$ cat config.mk
export PLATFORM = sky130hd
export DESIGN_NAME = uart_tx_param
export DESIGN_NICKNAME = d
export VERILOG_FILES = /design/src/rtl/uart_pkg.sv /design/src/rtl/uart_baud_gen.sv /design/src/rtl/uart_tx_param.sv
export SDC_FILE = /design/constraint.sdc
export NUM_CORES = 1
export LEC_CHECK = 0
export CAP_MARGIN = 30
export CORE_ASPECT_RATIO = 1.4
export CORE_MARGIN = 1.5
export CORE_UTILIZATION = 41
export CTS_CLUSTER_SIZE = 20
export DETAILED_ROUTE_END_ITERATION = 7
export SLEW_MARGIN = 30
export SYNTH_ARGS = -nofsm -noshare
export SYNTH_HDL_FRONTEND = slang
export SYNTH_HIERARCHICAL = 1
export SYNTH_SLANG_ARGS = --single-unit
$ cat constraint.sdc
create_clock -name clk -period 2.3 [get_ports clk]
set_clock_uncertainty 0.2 [all_clocks]
set_input_delay 0.46 -clock clk [delete_from_list [all_inputs] [get_ports clk]]
set_output_delay 0.46 -clock clk [all_outputs]
set_load 0.005 [all_outputs]
$ cat src/rtl/uart_pkg.sv
// Shared UART definitions: parity modes, FSM state encoding and helper arithmetic.
// Both the transmitter and the receiver use this package.
package uart_pkg;

  localparam int PARITY_NONE = 0;
  localparam int PARITY_ODD  = 1;
  localparam int PARITY_EVEN = 2;

  typedef enum logic [2:0] {
    ST_IDLE  = 3'd0,
    ST_START = 3'd1,
    ST_DATA  = 3'd2,
    ST_PAR   = 3'd3,
    ST_STOP  = 3'd4
  } uart_state_e;

  // Clocks per bit, rounded to the nearest integer.
  function automatic int calc_div(input longint f, input longint baud);
    return int'((f + baud / 2) / baud);
  endfunction

  // Unused high bits must be zero; they do not disturb the XOR.
  function automatic logic parity_of(input logic [8:0] bits, input int mode);
    return (mode == PARITY_ODD) ? ~(^bits) : (^bits);
  endfunction

endpackage

$ cat src/rtl/uart_baud_gen.sv
// Bit-time counter: tick marks the last clk of each DIV-clk bit period.
// clear holds the count at zero so the first bit after leaving idle is full length.
module uart_baud_gen #(
  parameter int DIV = 434
) (
  input  logic clk,
  input  logic rst,
  input  logic clear,
  output logic tick
);

  localparam int W = (DIV > 1) ? $clog2(DIV) : 1;
  localparam logic [W-1:0] LAST = W'(DIV - 1);

  logic [W-1:0] count;

  assign tick = (count == LAST);

  // NOTE: sequential state uses non-blocking assignments only, so every
  // always_ff reads the pre-edge values regardless of evaluation order.
  always_ff @(posedge clk or posedge rst) begin
    if (rst) begin
      count <= '0;
    end else if (clear || tick) begin
      count <= '0;
    end else begin
      count <= count + W'(1);
    end
  end

endmodule

$ cat src/rtl/uart_tx_param.sv
// Parameterised UART transmitter: start bit, DATA_BITS LSB first, optional parity,
// one or two stop bits. ready is high only in IDLE; done marks the final stop clk.
module uart_tx_param
  import uart_pkg::*;
#(
  parameter int F         = 50000000,
  parameter int BAUD      = 115200,
  parameter int DATA_BITS = 8,
  parameter int PARITY    = 0,
  parameter int STOP_BITS = 1
) (
  input  logic                 clk,
  input  logic                 rst,
  input  logic [DATA_BITS-1:0] data,
  input  logic                 valid,
  output logic                 ready,
  output logic                 tx,
  output logic                 done
);

  localparam int DIV = calc_div(F, BAUD);

  generate
    if (DIV < 2 || DATA_BITS < 5 || DATA_BITS > 9 || PARITY < PARITY_NONE ||
        PARITY > PARITY_EVEN || (STOP_BITS != 1 && STOP_BITS != 2)) begin : g_bad_params
      $fatal(1, "uart_tx_param: illegal parameter combination");
    end
  endgenerate

  localparam logic [3:0] LAST_DATA = 4'(DATA_BITS - 1);
  localparam logic [3:0] LAST_STOP = 4'(STOP_BITS - 1);

  uart_state_e          state;
  logic [DATA_BITS-1:0] shreg;
  logic                 par_bit;
  logic [3:0]           bit_idx;
  logic                 tick;
  logic                 baud_clear;
  logic                 last_stop;

  // Counter sits at zero in IDLE and wraps on tick, so every state starts at count 0.
  assign baud_clear = (state == ST_IDLE);

  uart_baud_gen #(
    .DIV(DIV)
  ) u_baud_gen (
    .clk  (clk),
    .rst  (rst),
    .clear(baud_clear),
    .tick (tick)
  );

  assign ready     = (state == ST_IDLE);
  assign last_stop = (bit_idx == LAST_STOP);
  // Decoded from registers only: high for the single clk where the last stop bit ends.
  assign done      = (state == ST_STOP) && last_stop && tick;

  // NOTE: the shift register is reset along with the control state even though
  // its contents are only meaningful mid-frame; it is a handful of flops, not a
  // memory array, so a deterministic post-reset value costs nothing.
  always_ff @(posedge clk or posedge rst) begin
    if (rst) begin
      state   <= ST_IDLE;
      tx      <= 1'b1;
      shreg   <= '0;
      par_bit <= 1'b0;
      bit_idx <= '0;
    end else begin
      case (state)
        ST_IDLE: begin
          tx      <= 1'b1;
          bit_idx <= '0;
          if (valid) begin
            shreg   <= data;
            par_bit <= parity_of(9'(data), PARITY);
            tx      <= 1'b0;
            state   <= ST_START;
          end
        end

        ST_START: begin
          if (tick) begin
            tx      <= shreg[0];
            shreg   <= shreg >> 1;
            bit_idx <= '0;
            state   <= ST_DATA;
          end
        end

        ST_DATA: begin
          if (tick) begin
            if (bit_idx == LAST_DATA) begin
              bit_idx <= '0;
              if (PARITY != PARITY_NONE) begin
                tx    <= par_bit;
                state <= ST_PAR;
              end else begin
                tx    <= 1'b1;
                state <= ST_STOP;
              end
            end else begin
              bit_idx <= bit_idx + 4'd1;
              tx      <= shreg[0];
              shreg   <= shreg >> 1;
            end
          end
        end

        ST_PAR: begin
          if (tick) begin
            tx      <= 1'b1;
            bit_idx <= '0;
            state   <= ST_STOP;
          end
        end

        ST_STOP: begin
          tx <= 1'b1;
          if (tick) begin
            if (last_stop) begin
              bit_idx <= '0;
              state   <= ST_IDLE;
            end else begin
              bit_idx <= bit_idx + 4'd1;
            end
          end
        end

        default: begin
          tx      <= 1'b1;
          bit_idx <= '0;
          state   <= ST_IDLE;
        end
      endcase
    end
  end

endmodule

==> results.txt, run 1 <==
----------------------------------------------------
[Synth]
  Net count of the mapped netlist ... 169
  Yosys top cell area share ... 0.410
  Number of enable-type register cells in the synthesized netlist ... 0
  Count of synthesis-stage warnings from yosys ... 6
  Cells after Synth ... 154
  Post-synthesis cell area ... 1470 um2
  Async set-or-reset flop fraction in the synthesized netlist ... 1.00
  Syn avg cell area ... 9.52 um2
  Count of distinct cell types in the synthesized netlist ... 46
  Sequential-to-total area share from yosys stat ... 0.427
  Cell taking the most area after synthesis ... sky130_fd_sc_hd__dfrtp_1
  Top_reg_cell synth ... sky130_fd_sc_hd__dfrtp_1
  Largest cells by area after synthesis ... sky130_fd_sc_hd__dfrtp_1 (41%), sky130_fd_sc_hd__mux2i_1 (5.5%), sky130_fd_sc_hd__nor2_1 (5.1%)
  Synth Register Bits ... 25

[Clocking]
  Number of sinks handled by clock tree synthesis ... 25
  Clock root buffer ... sky130_fd_sc_hd__clkbuf_8
  Clock-pin slew reported for the worst setup and hold paths after clock tree synthesis ... 0.08 ns
  Later-pin clock latency in the skew report ... 0.26 ns
  CTS HTree Levels ... 1
  CTS Hold Bufs ... 0
  Cts bufs inserted ... 3
  Clock Path Buffers ... 2
  Clock tree from TritonCTS ... yes

[Job]
  Max_cap viols ... 0

[Run status]
  Result of the run ... completed

[Setup path]
  Cell family contributing the most delay on the critical path ... buffers and inverters
  Endpoint of the lowest-slack register-to-register path ... shreg[4]$_DFFE_PP0P_
  Worst path max stage delay ... 0.50 ns
  Number of buffer and inverter stages on the critical path ... 1
  Type of destination of the critical path ... primary output
  Cell count of the worst reg-to-reg path ... 8
  Crit Reg-Reg Startpoint ... u_baud_gen/count[2]$_DFF_PP0_
  Worst-path maximum fanout ... 3
  CP max stage cell ... sky130_fd_sc_hd__clkdlybuf4s50_1
  Worst endpoint data arrival time ... 1.59 ns
  Instance count on the critical path ... 3
  Required time of the critical path ... 1.64 ns
  Critical Path Start ... state[2]$_DFFE_PP0P_
  R2R setup slack ... 0.20 ns
  Cell chain of the critical path ... or2_2, nor2_4, clkdlybuf4s50_1
  Worst Setup Path Type ... reg -> out
  Launching element type of the critical path ... flop

[Power]
  Power per unit of standard cell area ... 732 nW/um2
  Reported leakage power ... 0.851 nW
  Peak supply drop ... 703 uV

[Placed design]
  Number of I/O port buffers ... 13
  Dpl cell area ... 1780 um2
  Detailed-placement wirelength estimate ... 2440 um
  Gp weighted congestion ... 0.785

[Timing]
  Highest clock frequency the design can meet ... 444 MHz
  Unrepaired setup endpoints after global routing ... yes
  Shortest clock period the worst path allows after layout ... 2.25 ns
  Final-report setup violation count ... 0
  Slew HR ... 0.578
  Worst-margin pin slew ... 0.633 ns
  Max-slew violation count ... 0
  Final period utilization ... 0.980
  Worst hold slack ... 0.284 ns
  Count of endpoints failing hold in the final timing report ... 0

[Route]
  Vias after detailed routing ... 1234
  DRC violation total after the first TritonRoute iteration ... 30
  Antenna Nets Post-Route ... 0
  Length of the first detailed-routing pass in iterations ... 4
  Number of vias per cell ... 5.37
  DR DRC count ... 0
  WL final ... 3100 um
  Routed length per placed instance ... 13.5 um

[Finish]
  # nets final ... 206
  Final instance area ... 1870 um2
  Diodes inserted ... 0
  Relative area change from synthesis to final layout ... 27.2%
  Area occupied by registers ... 627 um2
  Fraction of final layout cells with drive strength greater than 1 ... 0.237
  Filler cell count ... 325
  Area taken by multi-input logic gates ... 793 um2

[GRT]
  Global-route wire length before repair ... 5180 um
  Antenna violations before repair ... 0
  Vias in the first global route ... 1261
  Largest net degree at the start of global routing ... 17
  Total routing resource utilization after global routing ... 0.175
  Global-route congestion overflow total ... 0

[Floorplanning]
  DIE HEIGHT ... 73.8 um
  Std-Cell Rows ... 25
  Die extent in x ... 53.5 um
  Initial Util ... 0.430
  Full die area ... 3950 um2
  Core Box Area ... 3410 um2
  # IOs ... 14

[Min path]
  Path class of the lowest-slack min-delay path ... in -> async

----------------------------------------------------
[area by class of cell]
cell class,count,area share
Clock buffer,4,0.0241
Timing Repair Buffer,38,0.168
Multi-Input combinational cell,113,0.425
Inverter,10,0.0201
Sequential cell,25,0.336
Tap cell,40,0.0268
[power breakdown]
part	switching (mW)	internal (mW)
Combinational	0.247	0.248
Clock	0.131	0.124
Sequential	0.0608	0.554
[registers in the layout (all words and copies together), names as in the netlist]
name / flops
state: 3
shreg: 8
u_baud_gen/count: 9
bit_idx: 4
tx: 1
[logic make-up after synthesis]
family,after synthesis,share of synthesized area
and+or+nand+nor,62,0.229
AOI/OAI and AO/OA,35,0.177
xor gates and xnor gates,4,0.0239
buffers and inverters,16,0.0546
DFF,25,0.427
adders and majority gates,4,0.0341
muxes,8,0.0546
[worst reg2reg max path, delay by kind of cell (launching register included)]
family / cells / cell delay, ns
AOI/OAI and AO/OA: 2 / 0.33
buffers and inverters: 2 / 0.44
DFF: 1 / 0.38
and+or+nand+nor: 4 / 0.67
[cell usage in the layout (no fill, tap or decap), types with 4 or more instances in the layout]
cell	n
sky130_fd_sc_hd__nor2_1	19
sky130_fd_sc_hd__mux2i_1	8
sky130_fd_sc_hd__nand3_1	6
sky130_fd_sc_hd__inv_1	10
sky130_fd_sc_hd__dfrtp_1	24
sky130_fd_sc_hd__nand2_1	8
sky130_fd_sc_hd__buf_4	25
sky130_fd_sc_hd__ha_1	4
sky130_fd_sc_hd__nand2b_1	4
sky130_fd_sc_hd__a21oi_1	10
sky130_fd_sc_hd__o21ai_0	6
sky130_fd_sc_hd__clkdlybuf4s50_1	12
[repair_timing]
action | in CTS | in global routing
buffers inserted | 2 | 0
setup endpoints to repair | 2 | 2
gates cloned | 0 | 0
pin swaps | 2 | 2
gates resized for setup | 9 | 2
[Yosys cell counts, types with 3 or more instances]
cell type and instances:
sky130_fd_sc_hd__a21oi_2 3, sky130_fd_sc_hd__mux2i_1 8, sky130_fd_sc_hd__dfrtp_1 24, sky130_fd_sc_hd__inv_1 10
sky130_fd_sc_hd__nor2_1 20, sky130_fd_sc_hd__o21ai_0 6, sky130_fd_sc_hd__a21oi_1 10, sky130_fd_sc_hd__nand2b_1 4
sky130_fd_sc_hd__a31oi_1 3, sky130_fd_sc_hd__o22ai_1 3, sky130_fd_sc_hd__nand2_1 8, sky130_fd_sc_hd__nor3_1 4
sky130_fd_sc_hd__ha_1 4, sky130_fd_sc_hd__nand3_1 6
[worst max-delay path by stage]
stage / endpoint / slack (ns)
global placement: done / -0.11
CTS: done / 0.008
floorplan: done / 0.01
detailed placement: done / -0.15
finish: ready / 0.05
global route: done / -0.01
[layer usage]
layer,track usage,share of wire
met2,0.333,0.56
met4,0.0684,0.017
met3,0.0203,0.014
met5,0,0
met1,0.189,0.41
[stage by stage]
step                power (mW)  TNS, ns  setup slack [ns]  instances  utilization
global route              1.46  -0.0128           -0.0128        230        0.547
global placement          1.09   -0.109            -0.109        224        0.521
finish                    1.36        0            0.0465        230        0.547
CTS                       1.38        0           0.00768        230        0.544
detailed placement        1.11   -0.151            -0.151        224        0.521
floorplan                0.912        0            0.0114        154            -
No activity file was read; power rests on OpenSTA's default activity.
==> run 2, diff against run 1 <==
--- a/config.mk
+++ b/config.mk
@@ -11,6 +11,7 @@
 export CORE_UTILIZATION = 41
 export CTS_CLUSTER_SIZE = 20
 export DETAILED_ROUTE_END_ITERATION = 7
+export PLACE_DENSITY = 0.64
 export SLEW_MARGIN = 30
 export SYNTH_ARGS = -nofsm -noshare
 export SYNTH_HDL_FRONTEND = slang
==> results.txt, run 2 (synthesis gave the netlist of run 1 again) <==
----------------------------------------------------
[Route]
  Max Used Layer ... met4
  DR DRC count ... 0
  Vias after detailed routing ... 1229
  Routed length per placed instance ... 13.2 um
  WL final ... 3090 um
  Met2 layer wire length in the routed design ... 1670 um
  Antenna Nets Post-Route ... 0
  DRC violation total after the first TritonRoute iteration ... 18
  Met1 routed wirelength after detailed routing ... 1350 um
  Sum of met3 wire segment lengths after detailed routing ... 54 um
  Length of the first detailed-routing pass in iterations ... 4
  Number of vias per cell ... 5.25

[Timing]
  Shortest clock period the worst path allows after layout ... 2.23 ns
  Max-slew violation count ... 0
  Worst-margin pin slew ... 0.651 ns
  Highest clock frequency the design can meet ... 448 MHz
  Worst hold slack ... 0.277 ns
  Final period utilization ... 0.970
  Unrepaired setup endpoints after global routing ... yes
  Slew HR ... 0.565
  Final-report setup violation count ... 0
  Count of endpoints failing hold in the final timing report ... 0

[Floorplanning]
  DIE HEIGHT ... 73.8 um
  Std-Cell Rows ... 25
  Full die area ... 3950 um2
  Core Box Area ... 3410 um2
  Die extent in x ... 53.5 um
  # IOs ... 14
  Initial Util ... 0.430

[Power]
  Logic pwr share ... 0.364
  Clock network fraction of design power ... 0.189
  Share of power burned in registers ... 0.447
  Internal power consumption ... 0.934 mW
  Reported leakage power ... 0.871 nW
  Net load switching power ... 0.447 mW
  Peak supply drop ... 416 uV
  Power per unit of standard cell area ... 732 nW/um2
  Proportion of total power due to net switching ... 0.324

[Setup path]
  Number of buffer and inverter stages on the critical path ... 1
  Worst path max stage delay ... 0.41 ns
  Type of destination of the critical path ... primary output
  CP max stage cell ... sky130_fd_sc_hd__or3_4
  R2R setup slack ... 0.22 ns
  Worst-path maximum fanout ... 2
  Worst endpoint data arrival time ... 1.57 ns
  Required time of the critical path ... 1.64 ns
  Cell count of the worst reg-to-reg path ... 6
  Crit Reg-Reg Startpoint ... state[1]$_DFFE_PP0P_
  Worst Setup Path Type ... reg -> out
  Endpoint of the lowest-slack register-to-register path ... bit_idx[3]$_DFFE_PP0P_
  Cell family contributing the most delay on the critical path ... simple AND/OR/NAND/NOR gates
  Launching element type of the critical path ... flop
  Instance count on the critical path ... 5
  Cell chain of the critical path ... or3_4, nor3_4, and2_4, nor2b_1, buf_2

[GRT]
  Total routing resource utilization after global routing ... 0.177
  Antenna violations before repair ... 0
  Global-route congestion overflow total ... 0
  Vias in the first global route ... 1261
  Largest net degree at the start of global routing ... 17
  Global-route wire length before repair ... 5200 um

[Finish]
  Fraction of final layout cells with drive strength greater than 1 ... 0.247
  Final standard cell utilization of the core ... 0.553
  Non-filler instance count after layout ... 234
  # nets final ... 210
  Highest-count cells in the layout ignoring fill and taps ... sky130_fd_sc_hd__buf_4 (29), sky130_fd_sc_hd__dfrtp_1 (24), sky130_fd_sc_hd__nor2_1 (19), sky130_fd_sc_hd__clkdlybuf4s50_1 (12)
  Largest registers ... u_baud_gen/count (9), shreg (8), bit_idx (4)
  Diodes inserted ... 0
  Relative area change from synthesis to final layout ... 28.7%
  Flip-flop count of the largest register, all copies and words added ... 9
  Most common cell after layout, fill and taps aside ... sky130_fd_sc_hd__buf_4
  Register name with the most flops ... u_baud_gen/count
  Filler cell count ... 306
  Final instance area ... 1890 um2

[Clocking]
  Clock Path Buffers ... 2
  Clock tree from TritonCTS ... yes
  Clock root buffer ... sky130_fd_sc_hd__clkbuf_8
  CTS Hold Bufs ... 0
  Number of sinks handled by clock tree synthesis ... 25
  Clock-pin slew reported for the worst setup and hold paths after clock tree synthesis ... 0.09 ns
  Later-pin clock latency in the skew report ... 0.27 ns
  CTS HTree Levels ... 1
  Cts bufs inserted ... 3

[Placed design]
  Detailed-placement wirelength estimate ... 2350 um
  Number of I/O port buffers ... 13
  Dpl cell area ... 1780 um2
  Instance count after placement with tap cells included ... 225
  Gp weighted congestion ... 0.795

[Job]
  Max_cap viols ... 0

[Min path]
  Path class of the lowest-slack min-delay path ... in -> async

[Run status]
  Result of the run ... completed

----------------------------------------------------
run 2: cell types whose count changed in the layout (fill, tap and decap cells not counted), sizes merged:
cell,delta
clkinv,+1
clkbuf,-1
buf,+4
run 2: worst max path at each step:
stage,start,to,slack (ns)
after floorplan,u_baud_gen/count[2]$_DFF_PP0_,done,0.01
after global placement,u_baud_gen/count[6]$_DFF_PP0_,done,-0.10
after detailed placement,u_baud_gen/count[6]$_DFF_PP0_,done,-0.11
after CTS,u_baud_gen/count[2]$_DFF_PP0_,done,0.02
after global routing,u_baud_gen/count[3]$_DFF_PP0_,done,-0.004
final,u_baud_gen/count[3]$_DFF_PP0_,done,0.07
run 2: repair_timing:
item,CTS,global route
endpoints found under the setup margin,2,1
setup buffers,5,0
gates resized for setup,10,0
pin swaps,2,2
run 2: layer usage:
metal,global-route usage,vias up
li1,-,623
met1,0.211,591
met3,0.0244,2
met5,0,-
met4,0.0627,0
met2,0.314,13
run 2: worst register-to-register path: cells and delay by family (launching register included):
family,cells,cell delay [ns]
and+or+nand+nor,2,0.49
DFF,1,0.41
AOI/OAI and AO/OA,2,0.53
buffers and inverters,2,0.33
run 2: power by group through the flow:
stage | Clock, mW | Combinational [mW] | Sequential (mW)
6_report | 0.261 | 0.503 | 0.617
5_1_grt | 0.287 | 0.571 | 0.626
4_1_cts | 0.275 | 0.508 | 0.616
3_5_place_dp | 0 | 0.481 | 0.627
3_3_place_gp | 0 | 0.461 | 0.616
2_1_floorplan | 0 | 0.269 | 0.644
run 2: metrics by stage:
step	setup slack, ns	power, mW	TNS [ns]
3_5_place_dp	-0.111	1.11	-0.111
2_1_floorplan	0.0114	0.912	0
5_1_grt	-0.00399	1.48	-0.00399
6_report	0.0694	1.38	0
4_1_cts	0.0169	1.40	0
3_3_place_gp	-0.102	1.08	-0.102
run 2: layout make-up:
type,instances,area [um2],share of cell area
Multi-Input combinational cell,113,783,0.415
Sequential cell,25,627,0.332
Timing Repair Buffer,42,343,0.182
Tap cell,40,50.0,0.0265
Clock buffer,3,41.3,0.0219
Inverter,10,37.5,0.0199
Clock inverter,1,5.00,0.00265
==> run 3, diff against run 2 <==
--- a/config.mk
+++ b/config.mk
@@ -12,7 +12,6 @@
 export CTS_CLUSTER_SIZE = 20
 export DETAILED_ROUTE_END_ITERATION = 7
 export PLACE_DENSITY = 0.64
-export SLEW_MARGIN = 30
 export SYNTH_ARGS = -nofsm -noshare
 export SYNTH_HDL_FRONTEND = slang
 export SYNTH_HIERARCHICAL = 1
==> results of run 3 <==
Same layout as run 2: the final DEF is identical, and so are final timing and power.
